File: src/rtl/feature_map_writer_pkg.sv
// Shared definitions for the feature-map writer and the raster-walking blocks around it.
package feature_map_writer_pkg;

  typedef enum logic {
    FMW_IDLE = 1'b0,
    FMW_RUN  = 1'b1
  } fmw_state_e;

  localparam int KERNEL   = 3;   // 3x3 stride-1 convolution, no padding
  localparam int SIGN_BIT = 31;  // IEEE-754 single sign bit

  // Output map dimension for a valid (unpadded) convolution.
  function automatic int out_dim(input int img);
    return img - KERNEL + 1;
  endfunction

  // Counter width able to hold 0..n-1, never zero bits.
  function automatic int cnt_w(input int n);
    return (n > 1) ? $clog2(n) : 1;
  endfunction

endpackage

File: src/rtl/feature_map_writer_if.sv
// Conv result stream in, map-memory write port out, plus frame status.
interface feature_map_writer_if #(
  parameter int DATA_WIDHT = 32,
  parameter int ADDR_WIDTH = 16
);
  logic                  Start;
  logic [DATA_WIDHT-1:0] Data_In;
  logic                  Valid_In;
  logic                  Mem_We;
  logic [ADDR_WIDTH-1:0] Mem_Addr;
  logic [DATA_WIDHT-1:0] Mem_Data;
  logic                  Busy;
  logic                  Done;
  logic                  Overflow;

  modport master (
    output Start, Data_In, Valid_In,
    input  Mem_We, Mem_Addr, Mem_Data, Busy, Done, Overflow
  );

  modport slave (
    input  Start, Data_In, Valid_In,
    output Mem_We, Mem_Addr, Mem_Data, Busy, Done, Overflow
  );
endinterface

File: src/rtl/feature_map_writer_raster_counter.sv
// Column/row raster counter: col wraps W-1 -> 0 and bumps row; last flags (W-1, H-1).
module raster_counter
  import feature_map_writer_pkg::*;
#(
  parameter int W  = 3,
  parameter int H  = 3,
  parameter int CW = cnt_w(W),
  parameter int RW = cnt_w(H)
) (
  input  logic          clk,
  input  logic          rst_n,
  input  logic          clr,
  input  logic          en,
  output logic [CW-1:0] col,
  output logic [RW-1:0] row,
  output logic          last
);

  logic [CW-1:0] col_q, col_d;
  logic [RW-1:0] row_q, row_d;
  logic          col_end, row_end;

  assign col_end = (col_q == CW'(W - 1));
  assign row_end = (row_q == RW'(H - 1));

  always_comb begin
    col_d = col_q;
    row_d = row_q;
    if (clr) begin
      col_d = '0;
      row_d = '0;
    end else if (en) begin
      if (col_end) begin
        col_d = '0;
        row_d = row_end ? '0 : row_q + RW'(1);
      end else begin
        col_d = col_q + CW'(1);
      end
    end
  end

  always_ff @(posedge clk or negedge rst_n) begin
    if (!rst_n) begin
      col_q <= '0;
      row_q <= '0;
    end else begin
      col_q <= col_d;
      row_q <= row_d;
    end
  end

  assign col  = col_q;
  assign row  = row_q;
  assign last = col_end & row_end;

endmodule

File: src/rtl/feature_map_writer.sv
// Writes the conv result stream in raster order into the feature-map memory, with
// optional ReLU, a frame-done pulse and a sticky overflow flag for dropped words.
module feature_map_writer
  import feature_map_writer_pkg::*;
#(
  parameter int DATA_WIDHT = 32,
  parameter int IMG_WIDTH  = 220,
  parameter int IMG_HEIGHT = 220,
  parameter int ADDR_WIDTH = 16,
  parameter int BASE_ADDR  = 0,
  parameter int RELU_EN    = 0
) (
  input logic                 clk,
  input logic                 rst,
  feature_map_writer_if.slave bus
);

  localparam int OUT_W = out_dim(IMG_WIDTH);
  localparam int OUT_H = out_dim(IMG_HEIGHT);
  localparam int CW    = cnt_w(OUT_W);
  localparam int RW    = cnt_w(OUT_H);

  fmw_state_e            state_q, state_d;
  logic [ADDR_WIDTH-1:0] idx_q, idx_d;
  logic                  we_q, we_d;
  logic [ADDR_WIDTH-1:0] addr_q, addr_d;
  logic [DATA_WIDHT-1:0] data_q, data_d;
  logic                  done_q, done_d;
  logic                  ovf_q, ovf_d;

  logic                  arm, accept, rc_last;
  logic [CW-1:0]         rc_col;
  logic [RW-1:0]         rc_row;
  logic                  unused_rc;

  assign arm    = (state_q == FMW_IDLE) && bus.Start;
  assign accept = (state_q == FMW_RUN)  && bus.Valid_In;

  raster_counter #(
    .W  (OUT_W),
    .H  (OUT_H),
    .CW (CW),
    .RW (RW)
  ) u_raster (
    .clk   (clk),
    .rst_n (rst),
    .clr   (arm),
    .en    (accept),
    .col   (rc_col),
    .row   (rc_row),
    .last  (rc_last)
  );

  // Address comes from the linear index counter; row/col are only needed for the end test.
  assign unused_rc = ^{rc_col, rc_row};

  always_ff @(posedge clk or negedge rst) begin
    if (!rst) state_q <= FMW_IDLE;
    else      state_q <= state_d;
  end

  always_comb begin
    state_d = state_q;
    case (state_q)
      FMW_IDLE: if (bus.Start)              state_d = FMW_RUN;
      FMW_RUN:  if (bus.Valid_In && rc_last) state_d = FMW_IDLE;
      default:                               state_d = FMW_IDLE;
    endcase
  end

  always_comb begin
    idx_d  = idx_q;
    we_d   = 1'b0;
    addr_d = addr_q;
    data_d = data_q;
    done_d = 1'b0;
    ovf_d  = ovf_q;
    if (arm) begin
      idx_d = '0;
      ovf_d = 1'b0;
    end
    // A word arriving outside RUN is lost; the drop wins over the arm-time clear.
    if ((state_q == FMW_IDLE) && bus.Valid_In) ovf_d = 1'b1;
    if (accept) begin
      we_d   = 1'b1;
      addr_d = ADDR_WIDTH'(BASE_ADDR) + idx_q;
      data_d = ((RELU_EN != 0) && bus.Data_In[SIGN_BIT]) ? '0 : bus.Data_In;
      idx_d  = idx_q + ADDR_WIDTH'(1);
      done_d = rc_last;
    end
  end

  always_ff @(posedge clk or negedge rst) begin
    if (!rst) begin
      idx_q  <= '0;
      we_q   <= 1'b0;
      addr_q <= '0;
      data_q <= '0;
      done_q <= 1'b0;
      ovf_q  <= 1'b0;
    end else begin
      idx_q  <= idx_d;
      we_q   <= we_d;
      addr_q <= addr_d;
      data_q <= data_d;
      done_q <= done_d;
      ovf_q  <= ovf_d;
    end
  end

  assign bus.Mem_We   = we_q;
  assign bus.Mem_Addr = addr_q;
  assign bus.Mem_Data = data_q;
  assign bus.Busy     = (state_q == FMW_RUN);
  assign bus.Done     = done_q;
  assign bus.Overflow = ovf_q;

endmodule

File: src/flat_wrapper.sv
// flat-port wrapper written by rule: the top's interface ports become plain ports
module feature_map_writer_flat import feature_map_writer_pkg::*;
#(
  parameter int DATA_WIDHT = 32,
  parameter int IMG_WIDTH  = 220,
  parameter int IMG_HEIGHT = 220,
  parameter int ADDR_WIDTH = 16,
  parameter int BASE_ADDR  = 0,
  parameter int RELU_EN    = 0
)
  (clk, rst, bus_Start, bus_Data_In, bus_Valid_In, bus_Mem_We, bus_Mem_Addr, bus_Mem_Data, bus_Busy, bus_Done, bus_Overflow);
  feature_map_writer_if #(.DATA_WIDHT(DATA_WIDHT), .ADDR_WIDTH(ADDR_WIDTH)) bus_i ();
  input logic clk;
  input logic rst;
  input wire logic [$bits(bus_i.Start)-1:0] bus_Start;
  input wire logic [$bits(bus_i.Data_In)-1:0] bus_Data_In;
  input wire logic [$bits(bus_i.Valid_In)-1:0] bus_Valid_In;
  output wire logic [$bits(bus_i.Mem_We)-1:0] bus_Mem_We;
  output wire logic [$bits(bus_i.Mem_Addr)-1:0] bus_Mem_Addr;
  output wire logic [$bits(bus_i.Mem_Data)-1:0] bus_Mem_Data;
  output wire logic [$bits(bus_i.Busy)-1:0] bus_Busy;
  output wire logic [$bits(bus_i.Done)-1:0] bus_Done;
  output wire logic [$bits(bus_i.Overflow)-1:0] bus_Overflow;
  assign bus_i.Start = bus_Start;
  assign bus_i.Data_In = bus_Data_In;
  assign bus_i.Valid_In = bus_Valid_In;
  assign bus_Mem_We = bus_i.Mem_We;
  assign bus_Mem_Addr = bus_i.Mem_Addr;
  assign bus_Mem_Data = bus_i.Mem_Data;
  assign bus_Busy = bus_i.Busy;
  assign bus_Done = bus_i.Done;
  assign bus_Overflow = bus_i.Overflow;
  feature_map_writer #(.DATA_WIDHT(DATA_WIDHT), .IMG_WIDTH(IMG_WIDTH), .IMG_HEIGHT(IMG_HEIGHT), .ADDR_WIDTH(ADDR_WIDTH), .BASE_ADDR(BASE_ADDR), .RELU_EN(RELU_EN)) u_core (.clk(clk), .rst(rst), .bus(bus_i));
endmodule
File: config.mk
export PLATFORM = sky130hd
export DESIGN_NAME = feature_map_writer_flat
export DESIGN_NICKNAME = d
export VERILOG_FILES = /design/src/rtl/feature_map_writer_pkg.sv /design/src/rtl/feature_map_writer_if.sv /design/src/rtl/feature_map_writer_raster_counter.sv /design/src/rtl/feature_map_writer.sv /design/src/flat_wrapper.sv
export SDC_FILE = /design/constraint.sdc
export NUM_CORES = 1
export LEC_CHECK = 0
export ABC_AREA = 1
export BUFFER_PORTS_ARGS = -buffer_cell sky130_fd_sc_hd__buf_2
export CELL_PAD_IN_SITES_DETAIL_PLACEMENT = 0
export CELL_PAD_IN_SITES_GLOBAL_PLACEMENT = 1
export CORE_MARGIN = 3
export CORE_UTILIZATION = 39
export CTS_CLUSTER_SIZE = 24
export DETAILED_ROUTE_END_ITERATION = 8
export HOLD_SLACK_MARGIN = 0.15
export PLACE_DENSITY = 0.82
export SYNTH_ARGS = -nofsm -noshare
export SYNTH_HDL_FRONTEND = slang
export SYNTH_SLANG_ARGS = --single-unit
File: constraint.sdc
create_clock -name clk -period 1.65 [get_ports clk]
set_input_delay 0.33 -clock clk [delete_from_list [all_inputs] [get_ports clk]]
set_output_delay 0.33 -clock clk [all_outputs]
set_load 0.02 [all_outputs]
==> flow_metrics.env, run 1 <==
export IMPL_synth_area_um2=3840
export IMPL_cts_resized=0
export IMPL_path_buf_inv=0
export IMPL_die_y_um=105
export IMPL_r2r_slack_ps=170
export IMPL_grt_antenna_before_repair=0
export IMPL_syn_area_per_cell_um2=8.31
export IMPL_fin_crit_ps=1480
export IMPL_setup_tns_ps=0
export IMPL_clock_root_buffer="clkbuf_8"
export IMPL_nets=598
export IMPL_hpwl_um=5730
export IMPL_overflow=0
export IMPL_max_slew_margin_rel_pct=68.2
export IMPL_track_usage_pct=16.1
export IMPL_vias=3224
export IMPL_yosys_warnings=0
export IMPL_grt_pass1_wl_um=14400
export IMPL_r2r_start="u_core.u_raster.col[0]"
export IMPL_cp_start_kind="register"
export IMPL_timing_final_crit_share_pct=89.4
export IMPL_ys_types=33
export IMPL_slew_violations=0
export IMPL_cts_buffer_depth=2
export IMPL_hold_class="in2reg"
export IMPL_netlist_top_cells_area="dfrtp_1, nand2_1, nor2_1"
export IMPL_routed_wl_um=8550
export IMPL_grt_pass1_vias=3082
export IMPL_io_buffers=87
export IMPL_syn2layout_area_growth_pct=21.6
export IMPL_place_ws_ps=166
export IMPL_ant_nets=0
export IMPL_drt_iter0_markers=150
export IMPL_grt_start_max_net_pins=85
export IMPL_cp_slowest_cell="dfrtp_1"
export IMPL_max_freq_mhz=678
export IMPL_worstSetupPathType="reg2reg"
export IMPL_async_flop_share_pct=100
export IMPL_rr_endpoint="u_core.u_raster.col[7]"
export IMPL_syn_inst=462
export IMPL_yosysSeqAreaShare_pct=54.8
export IMPL_finalPower_w=0.00481
export IMPL_vias_per_cell=4.67
export IMPL_status="completed"
export IMPL_ir_worst_vdd_uv=440
export IMPL_crit_required_ps=1930
export IMPL_cts_sinks=84
export IMPL_gp_congestion=0.782
export IMPL_fin_ws_ps=175
export IMPL_p_leak_nw=2.54
export IMPL_critPathCapture="u_core.u_raster.col[7]"
export IMPL_clk_pin_slew_ps=90
export IMPL_worst_path_dominant_cell_family="simple AND/OR/NAND/NOR gates"
export IMPL_design_die_area_um2=11100
export IMPL_crit_chain="ha_1, and3_1, nand2_2, nor2_8, nor2_4, nand2_1, nor2_1"
export IMPL_rows=35
export IMPL_yosys_area_top_type="dfrtp_1"
export IMPL_io_pins=88
export IMPL_regArea_um2=2100
export IMPL_synth_common_cells="nand2_1, dfrtp_1, nor2_1, inv_1, nand3_1"
export IMPL_cts_setup_buffers=0
export IMPL_rsz0062_at_grt="no"
export IMPL_initial_utilization_pct=40.8
export IMPL_synth_nets=503
export IMPL_synth_edf_count=0
export IMPL_synth_seq_cells=84
export IMPL_powerDensity_nw_per_um2=1030
export IMPL_cp_startpoint="u_core.u_raster.col[0]"
export IMPL_multi_input_area_um2=1500
export IMPL_post_synth_top_count_cell="nand2_1"
export IMPL_setup_viol=0
export IMPL_fp_coreArea_um2=9420
export IMPL_synth_flop_cell="dfrtp_1"
export IMPL_reg2reg_depth=7
export IMPL_postLayoutCoreUtil_pct=49.5
export IMPL_crit_cells=7
export IMPL_dpl_cell_area_um2=4430
export IMPL_drt_pre_antenna_iters=4
export IMPL_clock_latency_ps=350
export IMPL_h_tree_depth=3
export IMPL_end_kind="register"
export IMPL_cts_tree="built"
export IMPL_worstPathMaxFanout=7
export IMPL_n_antenna_cell=0
export IMPL_post_drt_wl_per_cell_um=12.4
export IMPL_maxCapViolCount=0
export IMPL_drive_gt1_share_pct=22.4
export IMPL_clock_skew_ps=8.74
export IMPL_cpPeakStageDelay_ps=430
export IMPL_die_width_um=105
export IMPL_num_fill_cells=934
export IMPL_numCtsBuffers=9
export IMPL_tightestPinTransition_ps=478
export IMPL_drc_errors=0
export IMPL_cp_arrival_ps=1760
export IMPL_stdcell_area_um2=4660
export IMPL_hold_viol_final=0
export IMPL_synth_top_area_share_pct=54.8
==> per-layer routing <==
layer,vias to the layer above,track usage [%],share of wire (%)
li1,1637,-,-
met1,1520,21.8,48
met2,56,25.3,47
met3,11,3.27,3.3
met4,0,6.56,1.6
met5,-,0,0
==> worst register-to-register path, stage by stage, from the launching register on <==
cell     delay [ps]
dfrtp_1         430
ha_1            210
and3_1          170
nand2_2         180
nor2_8           70
nor2_4          190
nand2_1          90
nor2_1           80
==> per-stage QoR <==
stage | hold WS [ps] | std cells
after CTS | 151 | 691
after detailed placement | 401 | 671
final | 164 | 691
after floorplan | 34.4 | 462
after global placement | 403 | 671
after global routing | 151 | 691
==> power by group <==
part / total [W] / internal [W] / switching, W
clock network: 0.00151 / 0.000714 / 0.000795
registers: 0.00245 / 0.00228 / 0.000166
logic: 0.000853 / 0.000320 / 0.000534
==> cell type report <==
cell class	count	area share (%)
multi-input combinational	326	32.1
sequential	84	45.1
timing repair buffer	99	12.1
clock buffer	10	2.74
tap	129	3.46
inverter	37	3.08
clock inverter	6	1.53
==> what timing repair did <==
| action | 4_1_cts | 5_1_grt |
|---|---|---|
| hold buffers | 4 | 0 |
| endpoints found under the hold margin | 87 | 0 |
| setup endpoints to repair | 0 | 0 |
==> sequential cells by signal (all words and copies together), names as in the netlist <==
register and cells:
u_core.bus.Busy 1, u_core.bus.Done 1, u_core.bus.Mem_Addr 16, u_core.bus.Mem_Data 32
u_core.bus.Mem_We 1, u_core.bus.Overflow 1, u_core.idx_q 16, u_core.u_raster.col 8
u_core.u_raster.row 8
==> cells by family (layout without fill, tap and decap cells) <==
logic type | count (synthesis) | count (layout) | synth area share [%]
compound gates | 38 | 38 | 6.13
xor+xnor | 4 | 4 | 0.913
simple gates | 279 | 279 | 30.3
flops | 84 | 84 | 54.8
buf+inv | 52 | 152 | 6.26
fa+ha+maj | 5 | 5 | 1.63
==> worst min-delay path by stage <==
stage,to,cells past startpoint,startpoint
after global placement,u_core.u_raster.col[1],2,rst
after CTS,u_core.bus.Mem_Data[16],3,bus_Data_In[16]
after global routing,u_core.bus.Mem_Data[11],3,bus_Data_In[11]
after floorplan,u_core.bus.Busy,0,rst
after detailed placement,u_core.u_raster.col[1],2,rst
final,u_core.bus.Mem_Data[12],3,bus_Data_In[12]
==> cells in the final DEF, fill, tap and decap left out, drive strengths merged <==
cell         Yosys  routed
buf             15      95
clkinv           0       1
ha               5       5
o21bai           1       1
nor3             5       5
and3             1       1
nor2            44      44
o21ai           24      24
dlygate4sd3      0       4
dfrtp           84      84
bufinv           0       1
xnor2            1       1
xor2             3       3
a22o             1       1
a31oi            3       3
a21oi            3       3
nand3           24      24
a22oi            2       2
inv             37      39
nand4            6       6
nand2          199     199
o22ai            3       3
clkinvlp         0       2
o32ai            1       1
clkbuf           0      10
No activity file was read; power rests on OpenSTA's default activity.
==> run 2: changes to the inputs <==
CORE_ASPECT_RATIO = 1.2   (was default)
GPL_ROUTABILITY_DRIVEN = 1   (was default)
==> run 2 against run 1 <==
Maximum frequency rose by 4.1%. Die area about the same. Critical endpoint unchanged. Sequential power barely moved. Largest cell class unchanged. Sequential share of layout area fell by 0.96 points. First-iteration DRC count fell by 17%. Largest power group unchanged. Register-to-register slack gained 60 ps. Wire length shrank 2.4%. Via count down 1.1%.
==> flow_metrics.env, run 2 (same netlist as run 1, synthesis figures left out) <==
export IMPL_clk_pin_slew_ps=60
export IMPL_seq_power_share_pct=45.2
export IMPL_r2r_slack_ps=230
export IMPL_cts_buffer_depth=2
export IMPL_io_buffers=87
export IMPL_hpwl_um=6040
export IMPL_end_kind="register"
export IMPL_largest_reg_flops=32
export IMPL_worstPathMaxFanout=7
export IMPL_worstSetupPathType="reg2reg"
export IMPL_combPwrFrac_pct=15.1
export IMPL_layout_commonest_cell="nand2_1"
export IMPL_drive_gt1_share_pct=22.6
export IMPL_holdPathStages=3
export IMPL_cp_start_kind="register"
export IMPL_pwr_share_clk_pct=39.7
export IMPL_min_from="bus_Data_In[8]"
export IMPL_setup_viol=0
export IMPL_syn2layout_area_growth_pct=24.2
export IMPL_cts_setup_buffers=0
export IMPL_grt_pass1_wl_um=13900
export IMPL_sw_frac_of_total_pct=26.7
export IMPL_vias=3187
export IMPL_intPower_w=0.00399
export IMPL_grt_pass1_vias=3097
export IMPL_die_width_um=96.6
export IMPL_crit_chain="ha_1, and3_1, nand2_2, nor2_8, nor2_4, nand2_1, nor2_1"
export IMPL_path_buf_inv=0
export IMPL_grt_antenna_before_repair=0
export IMPL_drt_iter0_markers=125
export IMPL_io_pins=88
export IMPL_initial_utilization_pct=40.1
export IMPL_nets=595
export IMPL_gp_congestion=0.801
export IMPL_holdPathEnd="u_core.bus.Mem_Data[8]"
export IMPL_clock_root_buffer="clkbuf_16"
export IMPL_final_cell_mix="nand2_1, buf_2, dfrtp_1"
export IMPL_timing_final_crit_share_pct=85.9
export IMPL_max_freq_mhz=706
export IMPL_maxCapViolCount=0
export IMPL_post_drt_wl_per_cell_um=12.2
export IMPL_crit_required_ps=1910
export IMPL_slew_violations=0
export IMPL_p_leak_nw=2.60
export IMPL_clock_latency_ps=330
export IMPL_fin_crit_ps=1420
export IMPL_status="completed"
export IMPL_reg2reg_depth=7
export IMPL_setup_tns_ps=0
export IMPL_postCtsHoldBufs=1
export IMPL_track_usage_pct=16.0
export IMPL_cts_resized=0
export IMPL_r2r_start="u_core.u_raster.col[0]"
export IMPL_cpPeakStageDelay_ps=420
export IMPL_num_fill_cells=935
export IMPL_p_switching_w=0.00145
export IMPL_hold_viol_final=0
export IMPL_routed_wl_um=8340
export IMPL_cts_tree="built"
export IMPL_numCtsBuffers=9
export IMPL_ir_worst_vdd_uv=524
export IMPL_drc_errors=0
export IMPL_worst_path_dominant_cell_family="simple AND/OR/NAND/NOR gates"
export IMPL_cts_sinks=84
export IMPL_n_antenna_cell=0
export IMPL_ant_nets=0
export IMPL_grt_start_max_net_pins=54
export IMPL_vias_per_cell=4.68
export IMPL_h_tree_depth=3
export IMPL_tightestPinTransition_ps=496
export IMPL_finalPower_w=0.00544
export IMPL_design_die_area_um2=11100
export IMPL_hold_class="in2reg"
export IMPL_die_y_um=115
export IMPL_clock_skew_ps=4.57
export IMPL_rsz0062_at_grt="no"
export IMPL_powerDensity_nw_per_um2=1140
export IMPL_cp_slowest_cell="dfrtp_1"
export IMPL_rows=39
export IMPL_max_slew_margin_rel_pct=66.9
export IMPL_rr_endpoint="u_core.u_raster.col[7]"
export IMPL_cp_arrival_ps=1680
export IMPL_fp_coreArea_um2=9560
export IMPL_drt_pre_antenna_iters=4
export IMPL_overflow=0
[run 2: changes by cell type in the layout (fill, tap and decap cells not counted), moves of 2 or more]
| cell | before | now |
|---|---|---|
| clkbuf_8 | 9 | 2 |
| clkbuf_16 | 0 | 9 |
| dlygate4sd3_1 | 4 | 1 |
| inv_6 | 3 | 1 |
[run 2: worst max-delay path by stage]
stage	from	endpoint	slack, ps	cells past startpoint
after floorplan	u_core.bus.Busy	u_core.idx_q[4]	340	6
after global placement	u_core.idx_q[0]	u_core.idx_q[10]	270	8
after detailed placement	u_core.bus.Busy	u_core.idx_q[5]	240	7
after CTS	u_core.u_raster.col[0]	u_core.u_raster.col[7]	230	7
after global routing	u_core.idx_q[0]	u_core.idx_q[8]	8	8
final	u_core.u_raster.col[0]	u_core.u_raster.col[7]	230	7
[run 2: cell type report]
| class | count | area (µm²) | area share, % |
|---|---|---|---|
| multi-input combinational | 326 | 1500 | 31.4 |
| tap | 123 | 154 | 3.23 |
| clock buffer | 11 | 253 | 5.30 |
| inverter | 37 | 144 | 3.02 |
| clock inverter | 4 | 72.6 | 1.52 |
| sequential | 84 | 2100 | 44.1 |
| timing repair buffer | 96 | 546 | 11.4 |
[run 2: tightest hold or removal path, cell delays in order]
cell,delay [ps]
buf_2,70
nand2_1,40
nand2_1,40
[run 2: stage by stage]
| step | std cells | setup WS [ps] | area, µm² | hold slack, ps | utilization, % |
|---|---|---|---|---|---|
| 4_1_cts | 681 | 233 | 4770 | 183 | 49.8 |
| 2_1_floorplan | 462 | 343 | 3840 | 34.4 | - |
| 3_5_place_dp | 665 | 238 | 4430 | 332 | 46.3 |
| 6_report | 681 | 233 | 4770 | 191 | 49.8 |
| 5_1_grt | 681 | 8.36 | 4770 | 186 | 49.8 |
| 3_3_place_gp | 665 | 265 | 4430 | 328 | 46.3 |
[run 2: power by group through the flow]
stage / combinational [W] / clock, W / sequential [W]
5_1_grt: 0.000935 / 0.00231 / 0.00249
4_1_cts: 0.000842 / 0.00222 / 0.00246
3_3_place_gp: 0.000817 / 0 / 0.00248
2_1_floorplan: 0.000387 / 0 / 0.00262
3_5_place_dp: 0.000835 / 0 / 0.00249
6_report: 0.000823 / 0.00216 / 0.00246
[run 2: metal layers]
| metal | routed length [µm] | track usage, % |
|---|---|---|
| met5 | 0 | 0 |
| met2 | 4100 | 27.5 |
| met1 | 3650 | 19.2 |
| met4 | 131 | 7.48 |
| met3 | 463 | 2.96 |
